--- src/rtl/nw_pkg.sv ---
// nw_pkg: shared symbol width, nucleotide/gap symbol codes and traversal FSM states
package nw_pkg;
  localparam int SYM_BITS = 3;
  typedef enum logic [SYM_BITS-1:0] {SYM_A, SYM_C, SYM_G, SYM_T, SYM_GAP} sym_t;
  typedef enum logic [1:0] {IDLE, RUN, DRAIN, DONE} state_t;
endpackage

--- src/rtl/seq_pair_reader_if.sv ---
// seq_pair_reader_if: sequence RAM read port (rd_en, addr_a/b, data_a/b) plus pair output (a, b, i_idx, j_idx, en_read) and downstream hold
interface seq_pair_reader_if #(parameter int ADDR_W = 4, parameter int SYM_W = 3);
  logic hold, rd_en, en_read;
  logic [ADDR_W-1:0] addr_a, addr_b, i_idx, j_idx;
  logic [SYM_W-1:0] data_a, data_b, a, b;
  modport master (input hold, data_a, data_b, output rd_en, addr_a, addr_b, a, b, en_read, i_idx, j_idx);
  modport slave (output hold, data_a, data_b, input rd_en, addr_a, addr_b, a, b, en_read, i_idx, j_idx);
endinterface

--- src/rtl/pair_skid_buf.sv ---
// pair_skid_buf: one-entry holding slot for a RAM pair (a, b, i, j, last) caught under hold; load wins over drain
module pair_skid_buf #(
  parameter int ADDR_W = 4,
  parameter int SYM_W = 3
) (
  input  logic              clk,
  input  logic              rst,
  input  logic              load,
  input  logic              drain,
  input  logic              in_last,
  input  logic [SYM_W-1:0]  in_a,
  input  logic [SYM_W-1:0]  in_b,
  input  logic [ADDR_W-1:0] in_i,
  input  logic [ADDR_W-1:0] in_j,
  output logic              valid,
  output logic              out_last,
  output logic [SYM_W-1:0]  out_a,
  output logic [SYM_W-1:0]  out_b,
  output logic [ADDR_W-1:0] out_i,
  output logic [ADDR_W-1:0] out_j
);
  always_ff @(posedge clk)
    if (rst) {valid, out_last, out_a, out_b, out_i, out_j} <= '0;
    else if (load) {valid, out_last, out_a, out_b, out_i, out_j} <= {1'b1, in_last, in_a, in_b, in_i, in_j};
    else if (drain) valid <= 1'b0;
endmodule

--- src/rtl/seq_pair_reader.sv ---
// seq_pair_reader: row-major (i,j) walk reading sequence RAMs A/B into registered pairs; ports clk, rst, start, busy, done, bus (RAM read port + pair output + hold)
module seq_pair_reader import nw_pkg::*; #(
  parameter int LEN_A = 8,
  parameter int LEN_B = 8,
  parameter int ADDR_W = 4,
  parameter int SYM_W = SYM_BITS
) (
  input  logic clk,
  input  logic rst,
  input  logic start,
  output logic busy,
  output logic done,
  seq_pair_reader_if.master bus
);
  state_t state;
  logic [ADDR_W-1:0] i, j, pi, pj, s_i, s_j;
  logic [SYM_W-1:0] s_a, s_b;
  logic pend, pend_last, out_last, s_last, skid_v, issue, row_end, at_last;
  if (LEN_A < 1 || LEN_A > 2**ADDR_W || LEN_B < 1 || LEN_B > 2**ADDR_W) begin : g_len_chk
    $error("seq_pair_reader: LEN_A/LEN_B must be in 1..2**ADDR_W");
  end
  assign row_end = j == ADDR_W'(LEN_B - 1);
  assign at_last = row_end && i == ADDR_W'(LEN_A - 1);
  assign issue = state == RUN && !bus.hold;
  assign busy = state != IDLE;
  assign bus.rd_en = issue;
  assign bus.addr_a = i;
  assign bus.addr_b = j;
  // RAM data arriving while held has nowhere to go, so it parks here until hold drops
  pair_skid_buf #(.ADDR_W(ADDR_W), .SYM_W(SYM_W)) u_skid (
    .clk(clk), .rst(rst), .load(bus.hold && pend), .drain(!bus.hold && skid_v),
    .in_last(pend_last), .in_a(bus.data_a), .in_b(bus.data_b), .in_i(pi), .in_j(pj),
    .valid(skid_v), .out_last(s_last), .out_a(s_a), .out_b(s_b), .out_i(s_i), .out_j(s_j)
  );
  always_ff @(posedge clk)
    if (rst) begin
      state <= IDLE;
      {i, j, pi, pj, pend, pend_last, out_last, done} <= '0;
      {bus.en_read, bus.a, bus.b, bus.i_idx, bus.j_idx} <= '0;
    end else begin
      state <= state == IDLE ? (start ? RUN : IDLE) :
               state == RUN ? (issue && at_last ? DRAIN : RUN) :
               state == DRAIN ? (bus.en_read && out_last ? DONE : DRAIN) : IDLE;
      done <= state == DRAIN && bus.en_read && out_last;
      if (issue) begin
        j <= row_end ? '0 : j + 1'b1;
        i <= at_last ? '0 : row_end ? i + 1'b1 : i;
        pi <= i;
        pj <= j;
      end
      pend <= issue;
      pend_last <= issue && at_last;
      bus.en_read <= !bus.hold && (skid_v || pend);
      if (!bus.hold && skid_v)
        {out_last, bus.a, bus.b, bus.i_idx, bus.j_idx} <= {s_last, s_a, s_b, s_i, s_j};
      else if (!bus.hold && pend)
        {out_last, bus.a, bus.b, bus.i_idx, bus.j_idx} <= {pend_last, bus.data_a, bus.data_b, pi, pj};
    end
  // issue is blocked under hold, so a parked pair is always drained before new data lands
  always_ff @(posedge clk)
    if (!rst) assert (!(skid_v && pend && !bus.hold));
endmodule

--- src/flat_wrapper.sv ---
// flat-port wrapper written by rule: the top's interface ports become plain ports
module seq_pair_reader_flat import nw_pkg::*;
#(
  parameter int LEN_A = 8,
  parameter int LEN_B = 8,
  parameter int ADDR_W = 4,
  parameter int SYM_W = SYM_BITS
)
  (clk, rst, start, busy, done, bus_hold, bus_data_a, bus_data_b, bus_rd_en, bus_addr_a, bus_addr_b, bus_a, bus_b, bus_en_read, bus_i_idx, bus_j_idx);
  seq_pair_reader_if #(.ADDR_W(ADDR_W), .SYM_W(SYM_W)) bus_i ();
  input  logic clk;
  input  logic rst;
  input  logic start;
  output logic busy;
  output logic done;
  input wire logic [$bits(bus_i.hold)-1:0] bus_hold;
  input wire logic [$bits(bus_i.data_a)-1:0] bus_data_a;
  input wire logic [$bits(bus_i.data_b)-1:0] bus_data_b;
  output wire logic [$bits(bus_i.rd_en)-1:0] bus_rd_en;
  output wire logic [$bits(bus_i.addr_a)-1:0] bus_addr_a;
  output wire logic [$bits(bus_i.addr_b)-1:0] bus_addr_b;
  output wire logic [$bits(bus_i.a)-1:0] bus_a;
  output wire logic [$bits(bus_i.b)-1:0] bus_b;
  output wire logic [$bits(bus_i.en_read)-1:0] bus_en_read;
  output wire logic [$bits(bus_i.i_idx)-1:0] bus_i_idx;
  output wire logic [$bits(bus_i.j_idx)-1:0] bus_j_idx;
  assign bus_i.hold = bus_hold;
  assign bus_i.data_a = bus_data_a;
  assign bus_i.data_b = bus_data_b;
  assign bus_rd_en = bus_i.rd_en;
  assign bus_addr_a = bus_i.addr_a;
  assign bus_addr_b = bus_i.addr_b;
  assign bus_a = bus_i.a;
  assign bus_b = bus_i.b;
  assign bus_en_read = bus_i.en_read;
  assign bus_i_idx = bus_i.i_idx;
  assign bus_j_idx = bus_i.j_idx;
  seq_pair_reader #(.LEN_A(LEN_A), .LEN_B(LEN_B), .ADDR_W(ADDR_W), .SYM_W(SYM_W)) u_core (.clk(clk), .rst(rst), .start(start), .busy(busy), .done(done), .bus(bus_i));
endmodule
--- config.mk ---
export PLATFORM = sky130hd
export DESIGN_NAME = seq_pair_reader_flat
export DESIGN_NICKNAME = d
export VERILOG_FILES = /design/src/rtl/nw_pkg.sv /design/src/rtl/seq_pair_reader_if.sv /design/src/rtl/pair_skid_buf.sv /design/src/rtl/seq_pair_reader.sv /design/src/flat_wrapper.sv
export SDC_FILE = /design/constraint.sdc
export NUM_CORES = 1
export LEC_CHECK = 0
export CORE_MARGIN = 4
export CORE_UTILIZATION = 52
export DETAILED_ROUTE_END_ITERATION = 16
export PLACE_DENSITY = 0.78
export RECOVER_POWER = 100
export SYNTH_ARGS = -nofsm -noshare
export SYNTH_HDL_FRONTEND = slang
export SYNTH_SLANG_ARGS = --single-unit
--- constraint.sdc ---
create_clock -name clk -period 2 [get_ports clk]
set_clock_uncertainty 0.1 [all_clocks]
set_input_delay 0.6 -clock clk [delete_from_list [all_inputs] [get_ports clk]]
set_output_delay 0.6 -clock clk [all_outputs]
set_load 0.02 [all_outputs]
==> results.toml <==
[die]
die_w_um = 73.8
coreArea_um2 = 4090
die-area_um2 = 5450
initial_utilization = 0.551
io_pins = 36
rows = 23
die_y_um = 73.8

[logic_synthesis]
async_reset_ff_frac = 0
ys_seq_area_frac = 0.471
syn_nets = 291
synthDistinctLibCells = 30
ys_warn_count = 0
synth.avg_cell_area_um2 = 8.08
ys.flop_type = "dfxtp_1"
ys_ff_latch = 53
syn-cell-area_um2 = 2250
synth_cells = 279
synth_edf_count = 0

[placement]
port_buffers = 35
place_congestion = 0.806
dp_hpwl_um = 3420
dp.cells = 363
pre_cts_ws_ns = -0.805

[critical_path]
worstPathRequired_ns = 1.30
cp.arrival_ns = 1.28
critPathKind = "in2out"
r2r-end = "u_core.state[0]$_SDFF_PP0_"
end_kind = "output port"
r2r-start = "u_core.bus.addr_b[0]$_SDFFE_PP0P_"
rr_worst_depth = 4
start_kind = "input pin"
path_max_fanout = 2
ff2ff_setup_slack_ns = 0.23

[cts]
cts-root-buf = "clkbuf_8"
cts_buffers = 5
cts.clk_slew.worst_paths_ns = 0.09
htree_num_levels = 2
cts_sinks = 53
cts_hold_buf = 0
cts_tree = "yes"
clockBufferDepth = 2
clock_latency_ns = 0.31

[cells_and_area]
insertedDiodeCount = 0
area_growth_pct = 21.4
drive_gt1_frac = 0.150
final_core_util = 0.669
fin_nets = 332
final_cells = 371
fillCellCount = 366

[min_path]
holdCritStartpoint = "u_core.u_skid.out_a[0]$_SDFFE_PP0P_"
hold_end = "u_core.u_skid.out_a[0]$_SDFFE_PP0P_"
hold_path_class = "reg2reg"
holdPathStages = 2

[grt]
antenna_found_initial = 0
grt_pass1_vias = 1881
grt_max_degree = 27
grt-ovfl-total = 0
grt_use_total = 0.197
grt_pass1_wl_um = 8310

[flow_run]
drv_cap = 0

[sta]
setup_viol = 0
period_needed_ns = 1.98
tightestPinTransition_ns = 0.993
fin_crit_sh = 0.989
rsz0062_at_grt = "no"
drv_slew = 0
slew_headroom = 0.338
hold_viol = 0
setup_ws_ns = 0.0219
max_freq_ghz = 0.506

[route]
num_vias = 1977
drt_first_pass_iters = 4
drc = 0
wl_per_cell_um = 13.2
wirelength_um = 4900
final_antenna_net_count = 0
drt_iter0_drc = 114
routed_via_density = 5.33

[outcome]
status = "finished clean"

[power]
p_leak_uw = 0.000985
ir_worst_vdd_mv = 0.447
powerDensity_nw_per_um2 = 713
-- synthesized netlist by cell type, types with 2 or more instances --
library cell,instances,area [um2]
dfxtp_1,53,1060
nand2_1,50,188
a21oi_1,49,245
nor2_1,23,86.3
clkbuf_1,17,63.8
nor3_1,16,80.1
nand2b_1,14,87.6
or3b_2,12,105
inv_1,8,30.0
o21ai_0,5,25.0
o221a_2,4,45.0
nor3b_1,3,22.5
or4_1,3,22.5
buf_1,2,7.51
buf_6,2,22.5
ha_1,2,25.0
nand3_1,2,10.0
or3_1,2,12.5
-- sequential cells by signal (all words and copies together) (netlist names), 4 cells and up --
register             count
u_core.bus.addr_a        4
u_core.bus.addr_b        4
u_core.bus.i_idx         4
u_core.bus.j_idx         4
u_core.pi                4
u_core.pj                4
u_core.u_skid.out_i      4
u_core.u_skid.out_j      4
-- cells by family after synthesis --
logic type | share of synthesized area
buf+inv | 0.0566
flops | 0.471
simple gates | 0.301
fa+ha+maj | 0.0111
mux | 0.00500
compound gates | 0.152
xor+xnor | 0.00389
-- per-layer routing --
metal	routed length, um	GRT usage	share of wire	vias up
met3	203	0.0684	0.041	9
li1	-	-	-	1019
met1	2350	0.242	0.48	917
met2	2270	0.317	0.46	32
met5	0	0	0	-
met4	82	0.0724	0.017	0
-- final cells by class --
class                   instances  area, um2  share of cell area
clock inverters                 1       5.00             0.00183
well taps                      50       62.6              0.0229
repair buffers                 55        425               0.156
flip-flops and latches         53       1060               0.388
inverters                       9       33.8              0.0124
multi-input cells             196       1050               0.384
clock buffers                   7       96.3              0.0352
-- worst max-delay path, stage by stage --
cell    delay (ns)
buf_2         0.10
or3b_4        0.39
inv_2         0.08
buf_6         0.11
-- what timing repair did --
item	4_1_cts	5_1_grt
cloned	0	0
buffers inserted	0	0
resized for setup	24	5
endpoints found under the setup margin	16	6
pin swaps	1	1
-- cell usage in the layout, fill, tap and decap left out, drive strengths merged, types with 3 or more instances in the layout --
cell type	instances
or4	3
a21oi	49
nand2b	14
inv	9
clkdlybuf4s50	17
o221a	4
nor3	16
or3b	13
nor2	23
o21ai	5
dlygate4sd2	9
buf	17
clkbuf	19
nor3b	3
dfxtp	53
nand2	50
-- power breakdown --
group | total [uW] | leakage, uW | internal, uW | switching [uW]
clock network | 657 | 0.0000542 | 313 | 343
logic | 201 | 0.000502 | 90.2 | 110
registers | 1090 | 0.000428 | 1080 | 17.0
-- how the worst max path moves through the flow --
| stage | startpoint | to | slack, ns | cells past startpoint |
|---|---|---|---|---|
| global route | u_core.bus.j_idx[2]$_SDFFE_PP0P_ | bus_j_idx[2] | 0.0005 | 1 |
| floorplan | bus_hold | bus_rd_en | 0.01 | 3 |
| detailed placement | bus_hold | bus_rd_en | -0.81 | 4 |
| global placement | bus_hold | bus_rd_en | -0.82 | 4 |
| finish | bus_hold | bus_rd_en | 0.02 | 4 |
| CTS | u_core.bus.b[2]$_SDFFE_PP0P_ | bus_b[2] | 0.00001 | 1 |
-- through the flow --
stage | total power [uW] | hold WS [ns] | area (um2) | setup TNS, ns
after floorplan | 1240 | 0.327 | 2250 | 0
after CTS | 1980 | 0.352 | 2800 | 0
final | 1950 | 0.353 | 2740 | 0
after global placement | 1330 | 0.335 | 2720 | -5.22
after global routing | 2040 | 0.380 | 2740 | 0
after detailed placement | 1330 | 0.339 | 2720 | -5.30
(Power assumes the default switching activity.)
